File: src/rtl/nf10_axis_gen_pkg.sv
// Shared types, constants and the byte-pattern helper for the simulation packet generator.
package nf10_axis_gen_pkg;

  localparam int unsigned BYTES_PER_BEAT = 32;
  localparam int unsigned BEAT_CNT_W     = 11;
  localparam int unsigned DEFAULT_LEN    = 64;
  localparam int unsigned DATA_W         = 8 * BYTES_PER_BEAT;
  localparam int unsigned STRB_W         = BYTES_PER_BEAT;
  localparam int unsigned LEN_W          = 16;
  localparam int unsigned PKT_W          = 8;
  localparam int unsigned LANE_W         = 5;

  localparam int unsigned TUSER_LEN_LSB  = 0;
  localparam int unsigned TUSER_SRC_LSB  = 16;
  localparam int unsigned TUSER_DST_LSB  = 24;

  typedef enum logic [1:0] {
    ST_IDLE,
    ST_SEND,
    ST_GAP,
    ST_DONE
  } gen_state_e;

  typedef struct packed {
    logic [DATA_W-1:0] data;
    logic [STRB_W-1:0] strb;
    logic              last;
  } beat_t;

  // Byte (32*beat + lane + pkt_idx) mod 256; only beat[2:0] survives the modulo.
  function automatic logic [7:0] pattern_byte(input logic [2:0]        beat_lsb,
                                              input logic [LANE_W-1:0] lane,
                                              input logic [PKT_W-1:0]  pkt_idx);
    return {beat_lsb, lane} + pkt_idx;
  endfunction

endpackage

File: src/rtl/nf10_axis_beat_fmt.sv
// Combinational formatter: tdata/tstrb/tlast for one beat of a packet.
module nf10_axis_beat_fmt
  import nf10_axis_gen_pkg::*;
(
  input  logic [BEAT_CNT_W-1:0] beat,
  input  logic [PKT_W-1:0]      pkt_idx,
  input  logic [LEN_W-1:0]      len,
  output logic [DATA_W-1:0]     tdata_c,
  output logic [STRB_W-1:0]     tstrb_c,
  output logic                  tlast_c
);

  logic [BEAT_CNT_W-1:0] last_beat;
  logic [LANE_W-1:0]     tail;

  // len is never 0 here, so (len-1)/32 is the index of the final beat.
  always_comb begin
    last_beat = BEAT_CNT_W'((32'(len) - 32'd1) >> 5);
    tail      = len[LANE_W-1:0];
    tlast_c   = (beat == last_beat);
    tstrb_c   = '1;
    if (tlast_c && (tail != '0)) begin
      tstrb_c = (STRB_W'(1) << tail) - STRB_W'(1);
    end
    tdata_c = '0;
    for (int i = 0; i < BYTES_PER_BEAT; i++) begin
      tdata_c[8*i +: 8] = tstrb_c[i] ? pattern_byte(beat[2:0], LANE_W'(i), pkt_idx) : 8'd0;
    end
  end

endmodule

File: src/rtl/nf10_axis_sim_pkt_gen.sv
// AXI4-Stream packet source: bursts of fixed-length patterned packets with NetFPGA tuser.
module nf10_axis_sim_pkt_gen
  import nf10_axis_gen_pkg::*;
#(
  parameter int unsigned C_M_AXIS_DATA_WIDTH  = 256,
  parameter int unsigned C_M_AXIS_TUSER_WIDTH = 128,
  parameter logic [7:0]  C_SRC_PORT           = 8'h01,
  parameter logic [7:0]  C_DST_PORT           = 8'h04,
  parameter int unsigned C_IPG                = 4
) (
  input  logic                                aclk,
  input  logic                                reset,
  input  logic                                start,
  input  logic [15:0]                         pkt_len,
  input  logic [7:0]                          num_pkts,
  output logic [C_M_AXIS_DATA_WIDTH-1:0]      m_axis_tdata,
  output logic [C_M_AXIS_DATA_WIDTH/8-1:0]    m_axis_tstrb,
  output logic [C_M_AXIS_TUSER_WIDTH-1:0]     m_axis_tuser,
  output logic                                m_axis_tvalid,
  input  logic                                m_axis_tready,
  output logic                                m_axis_tlast,
  output logic [7:0]                          counter,
  output logic                                activity_send,
  output logic                                busy,
  output logic                                done
);

  localparam int unsigned GAP_W    = 8;
  localparam logic [GAP_W-1:0] GAP_LAST = (C_IPG == 0) ? '0 : GAP_W'(C_IPG - 1);
  localparam bit          NO_GAP   = (C_IPG == 0);

  gen_state_e state_q, state_d;

  logic [LEN_W-1:0]                len_q;
  logic [PKT_W-1:0]                num_q;
  logic [PKT_W-1:0]                pkt_idx_q;
  logic [BEAT_CNT_W-1:0]           beat_q;
  logic [GAP_W-1:0]                gap_q;
  beat_t                           beat_out_q;
  logic [C_M_AXIS_TUSER_WIDTH-1:0] tuser_q;
  logic                            tvalid_q;
  logic [7:0]                      counter_q;
  logic                            activity_q;
  logic                            busy_q;
  logic                            done_q;

  logic                  hs_c;
  logic                  start_burst_c;
  logic                  load_c;
  logic                  next_pkt_c;
  logic                  last_hs_c;
  logic [BEAT_CNT_W-1:0] fmt_beat_c;
  logic [PKT_W-1:0]      fmt_pkt_c;
  logic [LEN_W-1:0]      eff_len_c;
  logic [C_M_AXIS_TUSER_WIDTH-1:0] tuser_c;
  beat_t                 fmt_c;

  assign hs_c          = tvalid_q & m_axis_tready;
  assign start_burst_c = (state_q == ST_IDLE) && start && (num_pkts != '0);
  assign eff_len_c     = (pkt_len == '0) ? LEN_W'(DEFAULT_LEN) : pkt_len;

  always_comb begin
    tuser_c = '0;
    tuser_c[TUSER_LEN_LSB +: LEN_W] = eff_len_c;
    tuser_c[TUSER_SRC_LSB +: 8]     = C_SRC_PORT;
    tuser_c[TUSER_DST_LSB +: 8]     = C_DST_PORT;
  end

  nf10_axis_beat_fmt u_beat_fmt (
    .beat    (fmt_beat_c),
    .pkt_idx (fmt_pkt_c),
    .len     (len_q),
    .tdata_c (fmt_c.data),
    .tstrb_c (fmt_c.strb),
    .tlast_c (fmt_c.last)
  );

  always_ff @(posedge aclk) begin
    if (reset) state_q <= ST_IDLE;
    else       state_q <= state_d;
  end

  // Next state plus the beat-load strobes; the output register always holds the beat on the bus.
  always_comb begin
    state_d    = state_q;
    load_c     = 1'b0;
    next_pkt_c = 1'b0;
    last_hs_c  = 1'b0;
    fmt_beat_c = beat_q;
    fmt_pkt_c  = pkt_idx_q;
    case (state_q)
      ST_IDLE: begin
        if (start) state_d = (num_pkts == '0) ? ST_DONE : ST_SEND;
      end
      ST_SEND: begin
        if (!tvalid_q) begin
          load_c = 1'b1;
        end else if (hs_c) begin
          if (!beat_out_q.last) begin
            load_c = 1'b1;
          end else begin
            last_hs_c = 1'b1;
            if ((pkt_idx_q + PKT_W'(1)) == num_q) begin
              state_d = ST_DONE;
            end else if (NO_GAP) begin
              load_c     = 1'b1;
              next_pkt_c = 1'b1;
              fmt_beat_c = '0;
              fmt_pkt_c  = pkt_idx_q + PKT_W'(1);
            end else begin
              state_d = ST_GAP;
            end
          end
        end
      end
      ST_GAP: begin
        // First beat is loaded on the final idle cycle so tvalid stays low exactly C_IPG cycles.
        if (gap_q == GAP_LAST) begin
          load_c     = 1'b1;
          next_pkt_c = 1'b1;
          fmt_beat_c = '0;
          fmt_pkt_c  = pkt_idx_q + PKT_W'(1);
          state_d    = ST_SEND;
        end
      end
      ST_DONE: begin
        state_d = ST_IDLE;
      end
      default: begin
        state_d = ST_IDLE;
      end
    endcase
  end

  always_ff @(posedge aclk) begin
    if (reset) begin
      len_q      <= '0;
      num_q      <= '0;
      pkt_idx_q  <= '0;
      beat_q     <= '0;
      gap_q      <= '0;
      beat_out_q <= '0;
      tuser_q    <= '0;
      tvalid_q   <= 1'b0;
      counter_q  <= '0;
      activity_q <= 1'b0;
      busy_q     <= 1'b0;
      done_q     <= 1'b0;
    end else begin
      activity_q <= hs_c;
      busy_q     <= (state_d == ST_SEND) || (state_d == ST_GAP);
      done_q     <= (state_d == ST_DONE);
      gap_q      <= (state_q == ST_GAP) ? gap_q + GAP_W'(1) : '0;

      if (start_burst_c) begin
        len_q     <= eff_len_c;
        num_q     <= num_pkts;
        pkt_idx_q <= '0;
        beat_q    <= '0;
        tuser_q   <= tuser_c;
      end

      if (load_c) begin
        beat_out_q <= fmt_c;
        tvalid_q   <= 1'b1;
        beat_q     <= fmt_beat_c + BEAT_CNT_W'(1);
      end else if (hs_c) begin
        tvalid_q   <= 1'b0;
      end

      if (next_pkt_c) pkt_idx_q <= pkt_idx_q + PKT_W'(1);
      if (last_hs_c)  counter_q <= counter_q + 8'd1;
    end
  end

  assign m_axis_tdata  = beat_out_q.data;
  assign m_axis_tstrb  = beat_out_q.strb;
  assign m_axis_tlast  = beat_out_q.last;
  assign m_axis_tuser  = tuser_q;
  assign m_axis_tvalid = tvalid_q;
  assign counter       = counter_q;
  assign activity_send = activity_q;
  assign busy          = busy_q;
  assign done          = done_q;

endmodule
File: config.mk
export PLATFORM = sky130hd
export DESIGN_NAME = nf10_axis_sim_pkt_gen
export DESIGN_NICKNAME = d
export VERILOG_FILES = /design/src/rtl/nf10_axis_gen_pkg.sv /design/src/rtl/nf10_axis_beat_fmt.sv /design/src/rtl/nf10_axis_sim_pkt_gen.sv
export SDC_FILE = /design/constraint.sdc
export NUM_CORES = 1
export LEC_CHECK = 0
export BUFFER_PORTS_ARGS = -buffer_cell sky130_fd_sc_hd__buf_4
export CORE_MARGIN = 2
export CORE_UTILIZATION = 53
export CTS_BUF_LIST = sky130_fd_sc_hd__clkbuf_2 sky130_fd_sc_hd__clkbuf_4 sky130_fd_sc_hd__clkbuf_8
export DETAILED_ROUTE_END_ITERATION = 16
export PLACE_DENSITY_LB_ADDON = 0.12
export SLEW_MARGIN = 20
export SYNTH_ARGS = -nofsm -noshare
export SYNTH_HDL_FRONTEND = slang
export SYNTH_SLANG_ARGS = --single-unit
export TNS_END_PERCENT = 5
File: constraint.sdc
create_clock -name aclk -period 7.64 [get_ports aclk]
set_input_delay 0.764 -clock aclk [delete_from_list [all_inputs] [get_ports aclk]]
set_output_delay 0.764 -clock aclk [all_outputs]
set_load 0.03 [all_outputs]
Yosys cells after proc, flatten, opt, wreduce, memory -nomap -nowiden. Cells that the tools add are included.

Register bits after elaboration: 371. Latch bits: 0. RAM bits: 0. ROM bits: 0. Input port bits: 28. Output and inout port bits: 429. Word-level logic and storage cells: 140. Memories kept: 0.

$add $sub $neg: 38. $mul: 0. Divide/modulo/power cells: 0. Order comparisons: 0. Eq/ne operators: 9. Shifts and indexed selects: 1. Mux-type cells: 62. Bitwise operators: 2. Reduce and logical (&&, ||, !) cells: 13.

Operators by type and width (count): 8-bit two-way mux (36); 8-bit adder (32); 11-bit two-way mux (4); 32-bit two-way mux (1); 1-bit by 5-bit << shifter with 32-bit output, first input constant (1); 32-bit by 2-bit subtractor with 32-bit output, second input constant (1); 8-bit by 1-bit adder with 8-bit output, second input constant (3); 16-bit logical NOT (1); 16-bit two-way mux (1); 16-bit by 1-bit subtractor with 16-bit output, second input constant (1); 1-bit two-way mux (12); 2-bit two-way mux (6); 11-bit by 1-bit adder with 11-bit output, second input constant (1); 11-bit == test (1); 2-bit == test, second input constant (4); 8-bit by 2-bit == test with 1-bit output, second input constant (1); 8-bit == test (1); 8-bit logical NOT (1); 2-bit one-hot mux with 4 select lines (1); 8-bit nonzero test (1); 2-bit nonzero test (3); 5-bit nonzero test (1); 2-bit by 1-bit == test with 1-bit output, second input constant (2); 1-bit logical AND (3); 6 further kinds (6).

Depth between registers and ports, before layout.
Depth after elaboration: 9. Depth in mapped cells: 18. Depth with buffers taken out: 14.

By module. From an unflattened synthesis, not the netlist that was laid out.

Cell total of the unflattened synthesis: 2582. Area total of the unflattened synthesis: 18676.7 um^2.

By module, submodules not included: nf10_axis_sim_pkt_gen (instances 1, cells each 1776, area an instance 13925.9 um^2, sequential area each 7106.8 um^2); nf10_axis_beat_fmt (instances 1, cells each 806, area an instance 4750.8 um^2, sequential area each 0.0 um^2).

Worst setup path before layout. Ideal clock, no wire load.

Path type: reg2reg. Start point: register state_q[0]. End point: register beat_out_q, in the netlist m_axis_tdata[167]. Library setup time: 92 ps. Data arrival time: 4235 ps. Data required time: 7548 ps. Slack: 3313 ps. Stages on the path, launching flop included: 19. Buffers on the path: 5. Clock period less this slack: 4327 ps. Path through: dfxtp_1 > inv_1 > ha_1 > or4bb_1 > clkbuf_1 > nor2_1 > clkbuf_1 > nand2_1 > xnor2_1 > ha_1 > clkbuf_1 > clkbuf_1 > inv_1 > fa_1 > clkbuf_1 > o21ai_1 > a21oi_1 > xor2_1 > o32ai_1.

Longest elaborated chain between the ends: 6. Elaborated cells between the ends (all ways): 10. Classes of those cells: 1 x add/sub; 3 x eq/ne; 5 x mux; 1 x reduce/logical.

Ends and longest elaborated chain: from (decl) (line nf10_axis_sim_pkt_gen.sv:32) `gen_state_e state_q, state_d;`; from (signal assigned) (line nf10_axis_sim_pkt_gen.sv:80) `else state_q <= state_d;`; parallel branches: the longest is 6 deep, another holds 8-bit adder; to (signal assigned) (line nf10_axis_sim_pkt_gen.sv:164) `beat_out_q <= fmt_c;`; to (decl) (line nf10_axis_sim_pkt_gen.sv:39) `beat_t beat_out_q;`.

Several ways; the timed one is not identified. A chain may end at the register's enable or synchronous reset.

Worst setup path after layout.
Start point: register state_q[0]. End point: register beat_out_q, in the netlist m_axis_tdata[79].

The elaborated chain is that of the path after synthesis.

==> impl_results.md <==
* Drt first pass iters at 6
* Critical path cell sequence: inv_1, ha_1, nor4bb_1, nand2_1, and2_1, ha_2, nand3_1, nand2_1, a21o_1, o21ai_0, xor2_1, o32ai_1
* Clk slew on worst S/H paths at approximately 0.060 ns
* Register bit total from synthesis at roughly 360
* Top-area cell type share of the netlist area at 0.416
* Final instance area at just over 0.02 sq mm
* Max Slew Vio Count at 0
* Num CTS Buffers at 56
* Layout cell share with drive strength beyond 1 at 0.225
* Placed Area at a little under 0.02 sq mm
* Slowest stage cell, crit path: ha_2
* IO Count at 457
* Hold WS at roughly 0.4 ns
* CTS Hold Bufs at 0
* # DRC at 0
* YS warnings at 0
* Post-synth top area cell: dfxtp_1
* Number of post-CTS setup repair buffers at 0
* Vias in the first global route at roughly 15k
* Final cycle utilization of the critical path at 0.709
* CP max FO at 40
* Slew margin rel. at 0.181
* 1st-iter DRT viols at roughly 2.0k
* Die W at ~180 um
* Sequential share of the synthesized area at 0.416
* Max-cap violations at 0
* Hold Path End: num_q[6]
* Aggregate global-route resource usage at 0.351
* Count leader, synth: dfxtp_1
* Area of the mapped netlist at about 0.017 sq mm
* Status: finished, final reports clean
* Final Hold Fails at 0
* Fmax at about 0.18 GHz
* Vias at approximately 16k
* Critical path's largest stage delay at approximately 1.1 ns
* Total wire length at approximately 62 mm
* Buffers added on ports at 346
* Synth Flop Type: dfxtp_1
* Clk sinks at between 300 and 400
* Worst setup startpoint: state_q[0]
* Fin nets at between 2k and 2.5k
* Startpoint types: register
* R2r startpoint: state_q[0]
* Htree depth at 2
* Leak pwr at roughly 8.6 nW
* Reg2reg path depth at 12
* Worst skew pair latency at approximately 0.6 ns
* FP Rows at 65
* Final setup fails at 0
* Number of enable flip-flop cells after synthesis at 0
* Starting Density at 0.540
* Synthesized instance count at 2,017
* Clock Path Buffers at 3
* Most frequent cells after synthesis: 355 x dfxtp_1, 296 x nand2_1, 185 x o21ai_0, 153 x a21oi_1, 134 x clkbuf_1
* CTS tree: done
* Worst hold path depth at 3
* Hold wc startpoint: num_pkts[6]
* Class of the worst hold path: in2reg
* Antenna violations before repair at 2
* Worst Skew at about 0.016 ns
* DPL Wire Length at about 44 mm
* P per Cell Area at around 220 mW/mm^2
* Area growth from synthesis to final layout at 21.0%
* Total negative setup slack at 0 ns
* Post-layout minimum cycle time at roughly 5.4 ns
* Mapped Avg Cell Area at about 8.5 sq um
* Arrival time at the worst endpoint at roughly 6 ns
* Worst reg2reg path endpoint: m_axis_tdata[79]
* RSZ-0062 raised after global routing: false
* Post-CTS sizing at 0
* Routed vias/inst at between 6 and 7
* Top cells by area, synth: dfxtp_1 42%, nand2_1 6.5%, o21ai_0 5.4%
* Global route overflow at 0
* Async SR Flop Fraction at 0
* CORE AREA at between 0.03 and 0.04 sq mm
* Global-route wire length before repair at 90.6 mm
* Library cells used by synthesis at 75
* Root buffer cell: clkbuf_8
* Most used cell, CP: nand2_1
* Worst reg-to-reg setup slack at around 2.2 ns
* Die area at roughly 0.034 sq mm
* Largest net degree at the start of global routing at 113
* Design Power at between 4 and 5 mW
* WP data required at between 8 and 9 ns
* Final ANT Viol Nets at 0
* Die H at approximately 180 um
* Maximum vdd ir drop at around 140 uV
* Gpl congestion at roughly 0.98
* Slew @ Worst Pin at 1.22 ns
* WS Path Type: reg2reg
* Wirelength per Cell at 22.8 um
* Worst Setup End Kind: register
==> through the flow <==
step	setup slack (ns)	util	std cells
after floorplan	3.31	-	2126
after global placement	2.54	0.615	2638
after detailed placement	2.36	0.615	2638
after CTS	2.36	0.653	2733
final	2.22	0.654	2734
after global routing	1.87	0.654	2733
==> layout by cell type, fill, tap and decap left out, types with 6 or more instances in the layout <==
cell / synthesis / layout
nor2b_1: 14 / 14
and2_1: 7 / 7
o31ai_1: 49 / 49
and3_1: 21 / 21
ha_1: 31 / 29
or3_1: 13 / 13
nor4_1: 13 / 10
nor2_1: 85 / 82
or4_1: 6 / 6
buf_4: 112 / 370
clkbuf_8: 0 / 69
clkbuf_4: 0 / 18
or2_2: 11 / 11
nor3_2: 10 / 9
xor2_1: 60 / 60
nand2_1: 296 / 295
nor4_2: 4 / 7
a21o_1: 10 / 10
nand3_1: 51 / 51
a22o_1: 6 / 6
a21boi_0: 9 / 9
inv_1: 17 / 16
o32ai_1: 27 / 27
dfxtp_1: 355 / 355
o22ai_1: 10 / 10
a211oi_1: 14 / 14
a32o_1: 46 / 46
xnor2_1: 91 / 89
a31oi_1: 27 / 27
mux2i_1: 10 / 10
o21ai_0: 185 / 185
nand2b_1: 10 / 10
nor3_1: 20 / 19
nor3_4: 5 / 7
nand4_1: 8 / 8
a21oi_1: 153 / 152
o21ai_1: 13 / 12
conb_1: 1 / 110
==> worst max path at each step <==
stage	to	slack [ns]	cells after the start
after floorplan	m_axis_tdata[167]	3.31	18
after global placement	m_axis_tdata[150]	2.54	11
after detailed placement	m_axis_tdata[79]	2.36	12
after CTS	m_axis_tdata[79]	2.36	12
after global routing	m_axis_tdata[79]	1.87	13
final	m_axis_tdata[79]	2.22	12
==> critical path, delay by kind of cell, from the launching register on <==
kind	cells	cell delay [ns]
fa+ha+maj	2	1.33
xor+xnor	1	0.17
buf+inv	1	0.11
flops	1	0.33
compound gates	3	0.61
simple gates	5	2.75
==> area by class of cell <==
type	instances	area, sq um
diodes	1	2.50
inverters	20	75.1
repair buffers	370	2780
multi-input cells	1491	9020
well taps	402	503
flip-flops and latches	355	7110
clock buffers	87	1080
clock inverters	8	121
fillers	2770	10900
==> cells by family after synthesis <==
logic type / Yosys count / share of synthesized area
buffers and inverters: 280 / 0.0866
flip-flops: 355 / 0.416
multiplexers: 11 / 0.00651
adder cells (fa/ha/maj): 33 / 0.0250
AO/OA/AOI/OAI: 599 / 0.226
other: 1 / 0.000219
XOR/XNOR: 151 / 0.0774
AND/OR/NAND/NOR: 587 / 0.163
==> registers in the layout, indices dropped and copies added (netlist names) <==
signal / cells
gap_q: 8
m_axis_tstrb: 32
counter: 8
activity_send: 1
num_q: 8
m_axis_tlast: 1
len_q: 15
pkt_idx_q: 8
busy: 1
m_axis_tvalid: 1
m_axis_tdata: 256
beat_q: 11
m_axis_tuser: 2
state_q: 2
done: 1
==> metal layers <==
layer,global-route usage,wire length (um),vias up
met1,0.473,25000,7792
met4,0.161,2990,0
met2,0.544,28000,1030
met5,0,0,-
li1,-,-,7484
met3,0.0676,6370,172
==> power breakdown <==
| part | switching (mW) | internal, mW |
|---|---|---|
| Clock | 0.765 | 0.997 |
| Sequential | 0.0559 | 1.92 |
| Combinational | 0.595 | 0.216 |
| Total | 1.42 | 3.13 |
Power figures use the tool's default switching activity.
